### config.mk
export PLATFORM = sky130hd
export DESIGN_NAME = sram_like_arbiter_flat
export DESIGN_NICKNAME = d
export VERILOG_FILES = /design/src/rtl/sram_like_if.sv /design/src/rtl/sram_like_arbiter.sv /design/src/flat_wrapper.sv
export SDC_FILE = /design/constraint.sdc
export NUM_CORES = 1
export LEC_CHECK = 0
export ABC_AREA = 1
export ABC_CLOCK_PERIOD_IN_PS = 1900
export BUFFER_PORTS_ARGS = -buffer_cell sky130_fd_sc_hd__buf_2
export CELL_PAD_IN_SITES_DETAIL_PLACEMENT = 1
export CELL_PAD_IN_SITES_GLOBAL_PLACEMENT = 2
export CORE_MARGIN = 8
export CORE_UTILIZATION = 11
export DETAILED_ROUTE_END_ITERATION = 6
export GPL_TIMING_DRIVEN = 1
export PLACE_DENSITY = 0.83
export SLEW_MARGIN = 20
export SYNTH_ARGS = -nofsm -noshare
export SYNTH_HDL_FRONTEND = slang
export SYNTH_SLANG_ARGS = --single-unit
### constraint.sdc
create_clock -name clk -period 1.9 [get_ports clk]
set_input_delay 0 -clock clk [delete_from_list [all_inputs] [get_ports clk]]
set_output_delay 0 -clock clk [all_outputs]
set_load 0.02 [all_outputs]
### src/rtl/sram_like_if.sv
// One sram-like port: request fields plus addr_ok/data_ok handshakes and read data.
// The master drives the request and the slave answers it.
interface sram_like_if;
   logic        req;
   logic        wr;
   logic [1:0]  size;
   logic [3:0]  wstrb;
   logic [31:0] addr;
   logic [31:0] wdata;
   logic        addr_ok;
   logic        data_ok;
   logic [31:0] rdata;

   modport master (
      output req, wr, size, wstrb, addr, wdata,
      input  addr_ok, data_ok, rdata
   );

   modport slave (
      input  req, wr, size, wstrb, addr, wdata,
      output addr_ok, data_ok, rdata
   );
endinterface

### src/rtl/sram_like_arbiter.sv
// Shares one downstream sram-like port between the inst and data masters.
// An in-order ID FIFO routes each downstream response back to the master that issued it.
module sram_like_arbiter #(
   parameter int DEPTH = 4,
   parameter int CNT_W = $clog2(DEPTH) + 1
) (
   input  logic             clk,
   input  logic             reset,
   sram_like_if.slave       inst,
   sram_like_if.slave       data,
   sram_like_if.master      m,
   output logic [CNT_W-1:0] outstanding
);

   localparam int PTR_W = $clog2(DEPTH);

   typedef enum logic {
      SRC_INST = 1'b0,
      SRC_DATA = 1'b1
   } src_e;

   logic             lock;
   src_e             owner;
   src_e             sel;
   logic             sel_req;
   logic             full;
   logic             empty;
   logic             push;
   logic             pop;
   logic [PTR_W-1:0] wr_ptr;
   logic [PTR_W-1:0] rd_ptr;
   logic [CNT_W-1:0] cnt;
   src_e             id_q [DEPTH];
   src_e             head;

   assign full  = (cnt == CNT_W'(DEPTH));
   assign empty = (cnt == '0);

   // A locked grant is held until accepted so the downstream never sees the fields switch.
   assign sel     = lock ? owner : (data.req ? SRC_DATA : SRC_INST);
   assign sel_req = (sel == SRC_DATA) ? data.req : inst.req;

   assign m.req   = sel_req && !full;
   assign m.wr    = (sel == SRC_DATA) ? data.wr    : inst.wr;
   assign m.size  = (sel == SRC_DATA) ? data.size  : inst.size;
   assign m.wstrb = (sel == SRC_DATA) ? data.wstrb : inst.wstrb;
   assign m.addr  = (sel == SRC_DATA) ? data.addr  : inst.addr;
   assign m.wdata = (sel == SRC_DATA) ? data.wdata : inst.wdata;

   assign push = m.req && m.addr_ok;
   assign pop  = m.data_ok && !empty;
   assign head = id_q[rd_ptr];

   assign inst.addr_ok = push && (sel == SRC_INST);
   assign data.addr_ok = push && (sel == SRC_DATA);
   assign inst.data_ok = pop && (head == SRC_INST);
   assign data.data_ok = pop && (head == SRC_DATA);
   assign inst.rdata   = m.rdata;
   assign data.rdata   = m.rdata;

   assign outstanding = cnt;

   // NOTE: state registers use non-blocking assignments so every flop samples pre-edge values.
   always_ff @(posedge clk) begin
      if (reset) begin
         lock  <= 1'b0;
         owner <= SRC_INST;
      end else if (m.req) begin
         lock <= !m.addr_ok;
         if (!m.addr_ok) owner <= sel;
      end
   end

   always_ff @(posedge clk) begin
      if (reset) begin
         wr_ptr <= '0;
         rd_ptr <= '0;
         cnt    <= '0;
      end else begin
         if (push) wr_ptr <= wr_ptr + PTR_W'(1);
         if (pop)  rd_ptr <= rd_ptr + PTR_W'(1);
         case ({push, pop})
            2'b10:   cnt <= cnt + CNT_W'(1);
            2'b01:   cnt <= cnt - CNT_W'(1);
            default: cnt <= cnt;
         endcase
      end
   end

   // NOTE: ID storage has no reset; an entry is only read after it has been written, which cnt guarantees.
   always_ff @(posedge clk) begin
      if (push) id_q[wr_ptr] <= sel;
   end

endmodule

### src/flat_wrapper.sv
// flat-port wrapper written by rule: the top's interface ports become plain ports
module sram_like_arbiter_flat 
#(
   parameter int DEPTH = 4,
   parameter int CNT_W = $clog2(DEPTH) + 1
)
  (clk, reset, outstanding, inst_req, inst_wr, inst_size, inst_wstrb, inst_addr, inst_wdata, inst_addr_ok, inst_data_ok, inst_rdata, data_req, data_wr, data_size, data_wstrb, data_addr, data_wdata, data_addr_ok, data_data_ok, data_rdata, m_req, m_wr, m_size, m_wstrb, m_addr, m_wdata, m_addr_ok, m_data_ok, m_rdata);
  sram_like_if inst_i ();
  sram_like_if data_i ();
  sram_like_if m_i ();
  input  logic clk;
  input  logic reset;
  output logic [CNT_W-1:0] outstanding;
  input wire logic [$bits(inst_i.req)-1:0] inst_req;
  input wire logic [$bits(inst_i.wr)-1:0] inst_wr;
  input wire logic [$bits(inst_i.size)-1:0] inst_size;
  input wire logic [$bits(inst_i.wstrb)-1:0] inst_wstrb;
  input wire logic [$bits(inst_i.addr)-1:0] inst_addr;
  input wire logic [$bits(inst_i.wdata)-1:0] inst_wdata;
  output wire logic [$bits(inst_i.addr_ok)-1:0] inst_addr_ok;
  output wire logic [$bits(inst_i.data_ok)-1:0] inst_data_ok;
  output wire logic [$bits(inst_i.rdata)-1:0] inst_rdata;
  input wire logic [$bits(data_i.req)-1:0] data_req;
  input wire logic [$bits(data_i.wr)-1:0] data_wr;
  input wire logic [$bits(data_i.size)-1:0] data_size;
  input wire logic [$bits(data_i.wstrb)-1:0] data_wstrb;
  input wire logic [$bits(data_i.addr)-1:0] data_addr;
  input wire logic [$bits(data_i.wdata)-1:0] data_wdata;
  output wire logic [$bits(data_i.addr_ok)-1:0] data_addr_ok;
  output wire logic [$bits(data_i.data_ok)-1:0] data_data_ok;
  output wire logic [$bits(data_i.rdata)-1:0] data_rdata;
  output wire logic [$bits(m_i.req)-1:0] m_req;
  output wire logic [$bits(m_i.wr)-1:0] m_wr;
  output wire logic [$bits(m_i.size)-1:0] m_size;
  output wire logic [$bits(m_i.wstrb)-1:0] m_wstrb;
  output wire logic [$bits(m_i.addr)-1:0] m_addr;
  output wire logic [$bits(m_i.wdata)-1:0] m_wdata;
  input wire logic [$bits(m_i.addr_ok)-1:0] m_addr_ok;
  input wire logic [$bits(m_i.data_ok)-1:0] m_data_ok;
  input wire logic [$bits(m_i.rdata)-1:0] m_rdata;
  assign inst_i.req = inst_req;
  assign inst_i.wr = inst_wr;
  assign inst_i.size = inst_size;
  assign inst_i.wstrb = inst_wstrb;
  assign inst_i.addr = inst_addr;
  assign inst_i.wdata = inst_wdata;
  assign inst_addr_ok = inst_i.addr_ok;
  assign inst_data_ok = inst_i.data_ok;
  assign inst_rdata = inst_i.rdata;
  assign data_i.req = data_req;
  assign data_i.wr = data_wr;
  assign data_i.size = data_size;
  assign data_i.wstrb = data_wstrb;
  assign data_i.addr = data_addr;
  assign data_i.wdata = data_wdata;
  assign data_addr_ok = data_i.addr_ok;
  assign data_data_ok = data_i.data_ok;
  assign data_rdata = data_i.rdata;
  assign m_req = m_i.req;
  assign m_wr = m_i.wr;
  assign m_size = m_i.size;
  assign m_wstrb = m_i.wstrb;
  assign m_addr = m_i.addr;
  assign m_wdata = m_i.wdata;
  assign m_i.addr_ok = m_addr_ok;
  assign m_i.data_ok = m_data_ok;
  assign m_i.rdata = m_rdata;
  sram_like_arbiter #(.DEPTH(DEPTH), .CNT_W(CNT_W)) u_core (.clk(clk), .reset(reset), .inst(inst_i), .data(data_i), .m(m_i), .outstanding(outstanding));
endmodule
==> impl_results.md, run 1 <==
* Row count at between 50 and 60
* Final worst-path setup slack at approximately 0.20 ns
* Synth Area in XOR/XNOR at 0
* Vias in the first global route at approximately 3,100
* Pre-CTS WS at 0.108 ns
* Largest net degree at the start of global routing at 40
* Result of the run: finished clean
* Synthesis Warnings at 0
* Die height at roughly 160 µm
* Synth top area cells: nand2_1, buf_4, dfxtp_1
* Finished Layout Cells at about 820
* CTS Hold Bufs at 0
* WL/cell at around 14 µm
* PwrDens at between 800 and 900 nW/µm²
* Synth unique cells at 18
* Initial Utilization at 0.112
* WS Path Type: reg -> out
* Worst Hold Depth at 0
* Total CTS buffers at 3
* Crit path required time at around 1.9 ns
* Final Cell Area at between 3000 and 4000 µm²
* Worst Clk Skew at 0.00201 ns
* Final hold slack at about 0.000010 ns
* Clk_lat worst skew at 0.24 ns
* Buffers on Ports at 226
* Routability Congestion at 0.707
* Leak pwr at ~2 nW
* Synth Cell Area at between 2000 and 2500 µm²
* Reg-to-reg endpoint: u_core.outstanding[2]
* FF-to-FF path depth at 12
* Dpl hpwl at between 9000 and 10,000 µm
* Synth-to-Final Area Change at 47.2%
* Layout fillers at 2,532
* I/O pin count at 323
* Post-route setup TNS at 0 ns
* Hold worst-path end: data_rdata[23]
* Max-slew violations at 0
* Syn avg cell area at 5.52 µm²
* Via count at 2,891
* Drt pass-1 iters at 4
* # nets final at 745
* Startpoint types: flip-flop
* FMAX at slightly below 600 MHz
* Global-route wire length before repair at about 16,000 µm
* Total power at 2.76 mW
* Hold Vio Cnt, Final at 0
* Largest family of logic cells by synthesized area: simple AND/OR/NAND/NOR gates
* Post-DRT Antenna Nets at 0
* Syn nets at roughly 590
* Die X at approximately 160 µm
* Period utilization at 0.895
* H-tree levels at 1
* Worst-margin pin slew at between 0.4 and 0.5 ns
* Clock Path Buffers at 2
* Fin util at 0.166
* Max-cap violation count at 0
* Synth Area in Adders at 0.0375
* DR DRC count at 0
* Hold/Removal Path Class: in -> out
* Gr ovfl total at 0
* Post-Synth Simple-Gate Area at 0.458
* Post-Synthesis Cells at 399
* Number of synthesized register bits at 15
* Synth Area in Compound Gates at 0.0295
* Clk slew on worst S/H paths at 0.05 ns
* Multiplexer share of the synthesized area at 0
* RR Startpoint: u_core.lock
* Initial antenna violation count at 3
* Placed insts at 817
* CP Data Arrival Time at around 1.7 ns
* Worst hold start: m_rdata[23]
* Post-synth top area cell: nand2_1
* DR vias/cell at approximately 3.5
* Seq/Total Area, Yosys at 0.154
* Crit path max fanout at 39
* Die area at roughly 25,000 µm²
* Clock tree from TritonCTS: done
* Critical path capture point type: output port
* Clk sink count at 15
* Layout cells sized above 1 at 0.444
* Initial drt markers at 157
* Core footprint at 19,600 µm²
* Placed cell area at 3130 µm²
* Tmin final at roughly 1.7 ns
* Slew HR at 0.712
* Peak supply drop at 0.000325 V
* Final setup viols at 0
* Routed WL at 11,400 µm
* CTS Root Cell: clkbuf_16
* Total track usage at 0.0824
* Yosys top cell area share at 0.400
* R2R setup slack at roughly 0.22 ns
worst max-delay path, cell delays in order (launching register included):
cell	delay (ns)
dfxtp_2	0.34
inv_1	0.04
nand2_1	0.08
and2_4	0.18
buf_4	0.37
nand2_1	0.09
nand2_1	0.14
buf_2	0.19
per-layer routing:
layer / up-vias / part of all wire / wire length (µm) / global-route usage
li1: 1444 / - / - / -
met1: 1248 / 0.38 / 4390 / 0.0918
met2: 149 / 0.46 / 5300 / 0.139
met3: 46 / 0.11 / 1290 / 0.0313
met4: 4 / 0.035 / 403 / 0.0331
met5: - / 0.0023 / 26 / 0
cell families (layout without fill, tap and decap cells):
| family | after synthesis | count (layout) |
|---|---|---|
| and+or+nand+nor | 260 | 260 |
| buffers and inverters | 105 | 264 |
| DFF | 15 | 15 |
| AOI/OAI and AO/OA | 13 | 13 |
| adders and majority gates | 6 | 6 |
| other | 0 | 1 |
cell usage in the layout, fill, tap and decap left out, types with 2 or more instances in the layout:
master	count
a21oi_1	9
buf_12	2
buf_2	226
buf_4	6
clkbuf_16	3
dfxtp_1	7
dfxtp_2	4
edfxtp_1	4
ha_1	5
inv_1	25
nand2_1	234
nand3_1	3
nand4_1	4
nor2_1	14
o21ai_0	4
where the power goes:
group          switching, mW  internal, mW
clock                  0.127         0.284
sequential            0.0725         0.416
combinational           1.22         0.639
cell type report:
class                           instances  area [µm²]  share of cell area
Sequential cell                        15         345               0.106
Antenna cell                            1        2.50            0.000771
Tap cell                              265         332               0.102
Multi-Input combinational cell        279        1170               0.361
Timing Repair Buffer                  234        1220               0.375
Clock buffer                            4        78.8              0.0243
Inverter                               26         100              0.0309
Yosys cell counts (all sizes together):
cell type / n
dfxtp: 11
nand3: 4
buf: 79
o21ai: 4
fa: 1
nand2: 235
a21oi: 9
inv: 26
ha: 5
nand4: 5
nor2: 15
and2: 1
edfxtp: 4
how the worst max path moves through the flow:
stage                                startpoint               endpoint  slack [ns]  cells after the start
after floorplan           u_core.outstanding[0]  u_core.outstanding[2]        0.06                     11
after global placement    u_core.outstanding[0]  u_core.outstanding[2]        0.11                     11
after detailed placement  u_core.outstanding[0]  u_core.outstanding[2]        0.11                     11
after CTS                 u_core.outstanding[0]  u_core.outstanding[2]        0.09                     11
after global routing      u_core.outstanding[1]  u_core.outstanding[2]       -0.01                     12
final                               u_core.lock             m_wstrb[2]        0.20                      7
timing repair:
action | CTS | global route
setup buffers | 0 | 2
setup endpoints to repair | 0 | 1
resized for setup | 0 | 8
(Power assumes the default switching activity.)
==> run 2, diff against run 1 <==
- ABC_CLOCK_PERIOD_IN_PS: 1900 -> 1500
- CORE_UTILIZATION: 11 -> 10
- PLACE_DENSITY: 0.83 -> 0.8
- clock period: 1.9 -> 1.5 ns (I/O delays scaled with it)
==> impl_results.md, run 2 (same netlist as run 1, synthesis figures left out) <==
* Clock Path Buffers at 2 (unchanged)
* CTS Hold Bufs at 0 (unchanged)
* CTS Root Cell: clkbuf_16 (unchanged)
* Clk_lat worst skew at 0.24 ns (about the same)
* Crit path max fanout at 18 (was 39)
* Combinational group share of total power at 0.752 (was 0.674)
* Commonest non-fill, non-tap cells in the layout: nand2_1, buf_2, buf_6, nand2_2, inv_1 (was nand2_1, buf_2, inv_1, nor2_1, a21oi_1)
* Crit path required time at 1.50 ns (was 1.90 ns)
* Layout cells sized above 1 at 0.580 (was 0.444)
* Gr ovfl total at 0 (unchanged)
* Final setup viols at 75 (was 0)
* Row count at 54 (was 51)
* FMAX at 605 MHz
* Initial drt markers at 87 (was 157)
* Period utilization at 1.10
* Worst Clk Skew at 0.00241 ns (was 0.00201 ns)
* Clk sink count at 15 (unchanged)
* Finished Layout Cells at 858 (was 824)
* Initial antenna violation count at 1 (was 3)
* Total power at 4.61 mW (was 2.76 mW)
* # diodes at 0 (was 1)
* Clk pwr share at 0.113 (was 0.149)
* Buffers on Ports at 226 (unchanged)
* H-tree levels at 1 (unchanged)
* Failing checks: negative setup slack
* DR vias/cell at 3.51 (about the same)
* Global-route wire length before repair at 16,000 µm (was 16,300 µm)
* Leak pwr at 2.39 nW (was 2.02 nW)
* FF-to-FF path depth at 11 (was 12)
* Vias in the first global route at 3,131 (was 3,083)
* End of the critical path: m_wdata[10] (was m_wstrb[2])
* RR Startpoint: u_core.outstanding[1] (was u_core.lock)
* Max-cap violation count at 0 (unchanged)
* Placed insts at 842 (was 817)
* Critical path startpoint: u_core.lock (unchanged)
* Final worst-path setup slack at -0.154 ns (was 0.200 ns)
* Tmin final at 1.65 ns
* # nets final at 765 (was 745)
* Clock tree from TritonCTS: done (unchanged)
* Cell internal pwr at 2.45 mW (was 1.34 mW)
* RSZ-0062 raised after global routing: true
* Final hold slack at 0.00000971 ns (was 0.0000104 ns)
* Drt pass-1 iters at 4 (unchanged)
* Largest net degree at the start of global routing at 39 (was 40)
* Reg power frac at 0.135 (was 0.177)
* Total track usage at 0.0729 (was 0.0824)
* Result of the run: finished with violations (was finished clean)
* Initial Utilization at 0.101 (was 0.112)
* Routability Congestion at 0.711 (was 0.707)
* Peak supply drop at 0.000311 V (was 0.000325 V)
* Die X at 164 µm (was 158 µm)
* CP Data Arrival Time at 1.65 ns (was 1.70 ns)
* DR DRC count at 0 (unchanged)
* Clk slew on worst S/H paths at 0.05 ns (about the same)
* Most common cell after layout, fill and taps aside: nand2_1 (unchanged)
* Die area at 27,000 µm² (was 24,800 µm²)
* Sw power at 2.16 mW (was 1.42 mW)
* Core footprint at 21,800 µm² (was 19,600 µm²)
* Dpl hpwl at 9370 µm (was 9800 µm)
* Total CTS buffers at 3 (unchanged)
* Layout fillers at 2,742 (was 2,532)
* Synth-to-Final Area Change at 92.8% (was 47.2%)
* Hold Vio Cnt, Final at 0 (unchanged)
* Via count at 3,011 (was 2,891)
* Slew HR at 0.793 (was 0.712)
* Reg-to-reg endpoint: u_core.outstanding[2] (unchanged)
* Max-slew violations at 0 (unchanged)
* PwrDens at 1080 nW/µm² (was 850 nW/µm²)
* R2R setup slack at -0.11 ns (was 0.22 ns)
* WL/cell at 15.4 µm (was 13.9 µm)
* Worst-margin pin slew at 0.310 ns (was 0.433 ns)
* I/O pin count at 323 (unchanged)
* Die height at 164 µm (was 158 µm)
* Sw frac at 0.469 (was 0.514)
* Routed WL at 13,200 µm (was 11,400 µm)
* WS Path Type: reg -> out (unchanged)
* Post-DRT Antenna Nets at 0 (unchanged)
* Critical path capture point type: output port (unchanged)
* Hold/Removal Path Class: in -> out (unchanged)
* Startpoint types: flip-flop (unchanged)
## run 2: changes by cell type in the layout (fill, tap and decap cells not counted), sizes merged
| cell | before | now |
|---|---|---|
| clkbuf | 4 | 10 |
| inv | 26 | 25 |
| clkinv | 0 | 2 |
| diode | 1 | 0 |
| buf | 234 | 247 |
## run 2: what timing repair did
item,4_1_cts,5_1_grt
buffers inserted,1,2
gates resized for setup,95,109
gates cloned,0,9
setup endpoints to repair,75,77
pin swaps,0,11
## run 2: worst min path at each step
stage,from,end,depth (start not counted)
after floorplan,m_rdata[0],data_rdata[0],1
after global routing,m_rdata[30],inst_rdata[30],0
final,m_rdata[15],data_rdata[15],0
after CTS,m_rdata[19],data_rdata[19],0
after detailed placement,m_rdata[19],data_rdata[19],0
after global placement,m_rdata[19],data_rdata[19],0
## run 2: layer usage
metal | vias up | part of all wire | track usage
li1 | 1491 | - | -
met1 | 1329 | 0.34 | 0.0772
met2 | 149 | 0.53 | 0.134
met3 | 40 | 0.11 | 0.0224
met4 | 2 | 0.024 | 0.0262
met5 | - | 0.00099 | 0
## run 2: power by group through the flow
stage	clock network [mW]	logic (mW)	registers [mW]
after floorplan	0	1.74	0.669
after global placement	0	2.55	0.621
after detailed placement	0	2.56	0.626
after CTS	0.530	2.87	0.623
after global routing	0.547	3.78	0.641
final	0.518	3.46	0.624
## run 2: metrics by stage
stage / util / setup TNS [ns] / setup WS, ns / cell area (µm²)
global route: 0.195 / -15.11 / -0.239 / 4250
CTS: 0.169 / -3.94 / -0.126 / 3670
detailed placement: 0.151 / -0.171 / -0.151 / 3300
finish: 0.195 / -8.53 / -0.154 / 4250
global placement: 0.151 / -0.103 / -0.103 / 3300
floorplan: - / -0.137 / -0.105 / 2250
## run 2: final cells by class
class | instances | area [µm²] | area share
repair buffers | 254 | 1900 | 0.447
multi-input cells | 279 | 1450 | 0.341
flip-flops and latches | 15 | 357 | 0.0839
well taps | 280 | 350 | 0.0824
inverters | 26 | 113 | 0.0265
clock buffers | 3 | 75.1 | 0.0177
clock inverters | 1 | 5.00 | 0.00118
## run 2: critical path: stages, from the launching register on
cell and delay (ns):
dfxtp_4 0.37, inv_4 0.04, nand2_4 0.07, buf_6 0.09, and2_4 0.22, clkinv_8 0.12, clkbuf_16 0.21, nand2_1 0.08
nand2_2 0.06, buf_6 0.13
==> run 3, diff against run 2 <==
- REMOVE_ABC_BUFFERS: not set -> 1
==> impl_results.md, run 3 (same netlist as run 1, synthesis figures left out) <==
* DR DRC count at 0 (unchanged)
* Most common cell after layout, fill and taps aside: buf_2 (was nand2_1)
* Worst stage delay on the critical path at 0.37 ns (about the same)
* Synth-to-Final Area Change at 126% (was 92.8%)
* Largest net degree at the start of global routing at 32 (was 39)
* Die height at 164 µm (unchanged)
* PwrDens at 1060 nW/µm² (was 1080 nW/µm²)
* Initial Utilization at 0.101 (unchanged)
* Result of the run: finished with violations (unchanged)
* # diodes at 0 (unchanged)
* Hold/Removal Path Class: in -> out (unchanged)
* Die area at 27,000 µm² (unchanged)
* CP dominant cell by count: nand2_4 (was buf_6)
* Clock tree from TritonCTS: done (unchanged)
* Commonest non-fill, non-tap cells in the layout: buf_2, nand2_1, buf_6, nand2_2, nand2_4 (was nand2_1, buf_2, buf_6, nand2_2, inv_1)
* CTS Root Cell: clkbuf_16 (unchanged)
* RSZ-0062 raised after global routing: true (unchanged)
* Final worst-path setup slack at -0.214 ns (was -0.154 ns)
* Period utilization at 1.14 (was 1.10)
* Global-route wire length before repair at 19,300 µm (was 16,000 µm)
* Crit path required time at 1.50 ns (about the same)
* Clk_lat worst skew at 0.25 ns (was 0.24 ns)
* Slew HR at 0.809 (was 0.793)
* Worst path bufs/invs at 5 (unchanged)
* Total track usage at 0.0929 (was 0.0729)
* Hold Vio Cnt, Final at 0 (unchanged)
* Post-DRT Antenna Nets at 0 (unchanged)
* Critical path capture point type: output port (unchanged)
* Met1 Use GR at 0.108 (was 0.0772)
* Vias in the first global route at 3,408 (was 3,131)
* Drt pass-1 iters at 4 (unchanged)
* Worst path slowest cell: dfxtp_4 (unchanged)
* Buffers on Ports at 226 (unchanged)
* Final setup viols at 79 (was 75)
* Finished Layout Cells at 873 (was 858)
* Startpoint types: flip-flop (unchanged)
* Peak supply drop at 0.000374 V (was 0.000311 V)
* Routability Congestion at 0.780 (was 0.711)
* Max-slew violations at 0 (unchanged)
* Dpl hpwl at 11,200 µm (was 9370 µm)
* Total power at 5.29 mW (was 4.61 mW)
* Clock Path Buffers at 2 (unchanged)
* Via count at 3,171 (was 3,011)
* CTS Hold Bufs at 0 (unchanged)
* Gr ovfl total at 0 (unchanged)
* Leak pwr at 2.78 nW (was 2.39 nW)
* Initial antenna violation count at 0 (was 1)
* WS Path Type: reg -> out (unchanged)
* Max-cap violation count at 0 (unchanged)
* Crit path cell chain: inv_2, nand2_4, buf_6, and2_4, clkinv_8, clkbuf_16, nand2_4, nand2_4, buf_6 (was inv_4, nand2_4, buf_6, and2_4, clkinv_8, clkbuf_16, nand2_1, nand2_2, buf_6)
* Area of the multi-input gates at 1860 µm² (was 1450 µm²)
* # nets final at 780 (was 765)
* GRT met3 Usage at 0.0591 (was 0.0224)
* WL/cell at 18.6 µm (was 15.4 µm)
* Die X at 164 µm (unchanged)
* Initial drt markers at 56 (was 87)
* DR vias/cell at 3.63 (was 3.51)
* Core footprint at 21,800 µm² (unchanged)
* Final hold slack at 0.000121 ns (was 0.00000971 ns)
* Failing checks: negative setup slack (unchanged)
* Clk slew on worst S/H paths at 0.05 ns (about the same)
* Placed insts at 845 (was 842)
* Layout cells sized above 1 at 0.712 (was 0.580)
* Crit path max fanout at 8 (was 18)
* Row count at 54 (unchanged)
* Total CTS buffers at 3 (unchanged)
* Seq. cell area at 348 µm² (was 357 µm²)
* H-tree levels at 1 (unchanged)
* Clk sink count at 15 (unchanged)
* Pre-CTS WS at -0.265 ns (was -0.151 ns)
* Routed WL at 16,200 µm (was 13,200 µm)
* M2 GR Usage at 0.143 (was 0.134)
* FMAX at 584 MHz (was 605 MHz)
* CP Data Arrival Time at 1.71 ns (was 1.65 ns)
* CP top delay family: buffers and inverters (unchanged)
* Fin util at 0.229 (was 0.195)
* Worst Clk Skew at 0.00120 ns (was 0.00241 ns)
* Tmin final at 1.71 ns (was 1.65 ns)
* I/O pin count at 323 (unchanged)
* Layout fillers at 2,686 (was 2,742)
* Layer with the highest usage: met2 (unchanged)
* Worst-margin pin slew at 0.284 ns (was 0.310 ns)
run 3: layout make-up:
type / instances / area share
Tap cell: 280 / 0.0703
Inverter: 26 / 0.0221
Timing Repair inverter: 1 / 0.00226
Clock inverter: 1 / 0.00100
Sequential cell: 15 / 0.0698
Multi-Input combinational cell: 279 / 0.372
Clock buffer: 3 / 0.0151
Timing Repair Buffer: 268 / 0.447
run 3: worst reg2reg max path, cell delays in order, from the launching register on:
cell and delay [ns]:
dfxtp_4 0.37, inv_2 0.05, nand2_4 0.07, nand3_4 0.07, nand4_4 0.12, ha_4 0.14
inv_2 0.04, fa_2 0.33, nor2_1 0.11, nor2_1 0.05, nand2_1 0.07, o21ai_1 0.06
a21oi_1 0.11
run 3: path summary, 6_finish.rpt:
check / startpoint / end / slack [ns] / cells after the start
min reg2reg: u_core.rd_ptr[1] / flip-flop / 0.47 / 2
max reg2reg: u_core.lock / u_core.outstanding[2] / -0.16 / 12
min: m_rdata[17] / data_rdata[17] / 0.0001 / 0
max: u_core.lock / m_wdata[31] / -0.21 / 9
run 3: stage by stage:
stage	TNS (ns)	cell area [µm²]
floorplan	-4.37	1600
global placement	-0.234	3260
detailed placement	-0.347	3260
CTS	-8.83	3790
global route	-19.76	4990
finish	-13.21	4990
run 3: per-layer routing:
| layer | wire [µm] | up-vias | share of wire |
|---|---|---|---|
| met4 | 51 | 2 | 0.0031 |
| met2 | 8020 | 163 | 0.49 |
| li1 | - | 1523 | - |
| met3 | 1850 | 6 | 0.11 |
| met5 | 45 | - | 0.0028 |
| met1 | 6290 | 1477 | 0.39 |
run 3: report_power, final:
part / leakage (nW) / internal [mW] / switching, mW
registers: 0.129 / 0.526 / 0.0836
logic: 2.61 / 1.94 / 2.21
clock network: 0.0409 / 0.357 / 0.177
run 3: repair_timing:
| item | CTS | global route |
|---|---|---|
| gates resized for setup | 114 | 263 |
| gates cloned | 3 | 14 |
| pin swaps | 5 | 35 |
| setup endpoints to repair | 75 | 79 |
| setup buffers | 4 | 4 |
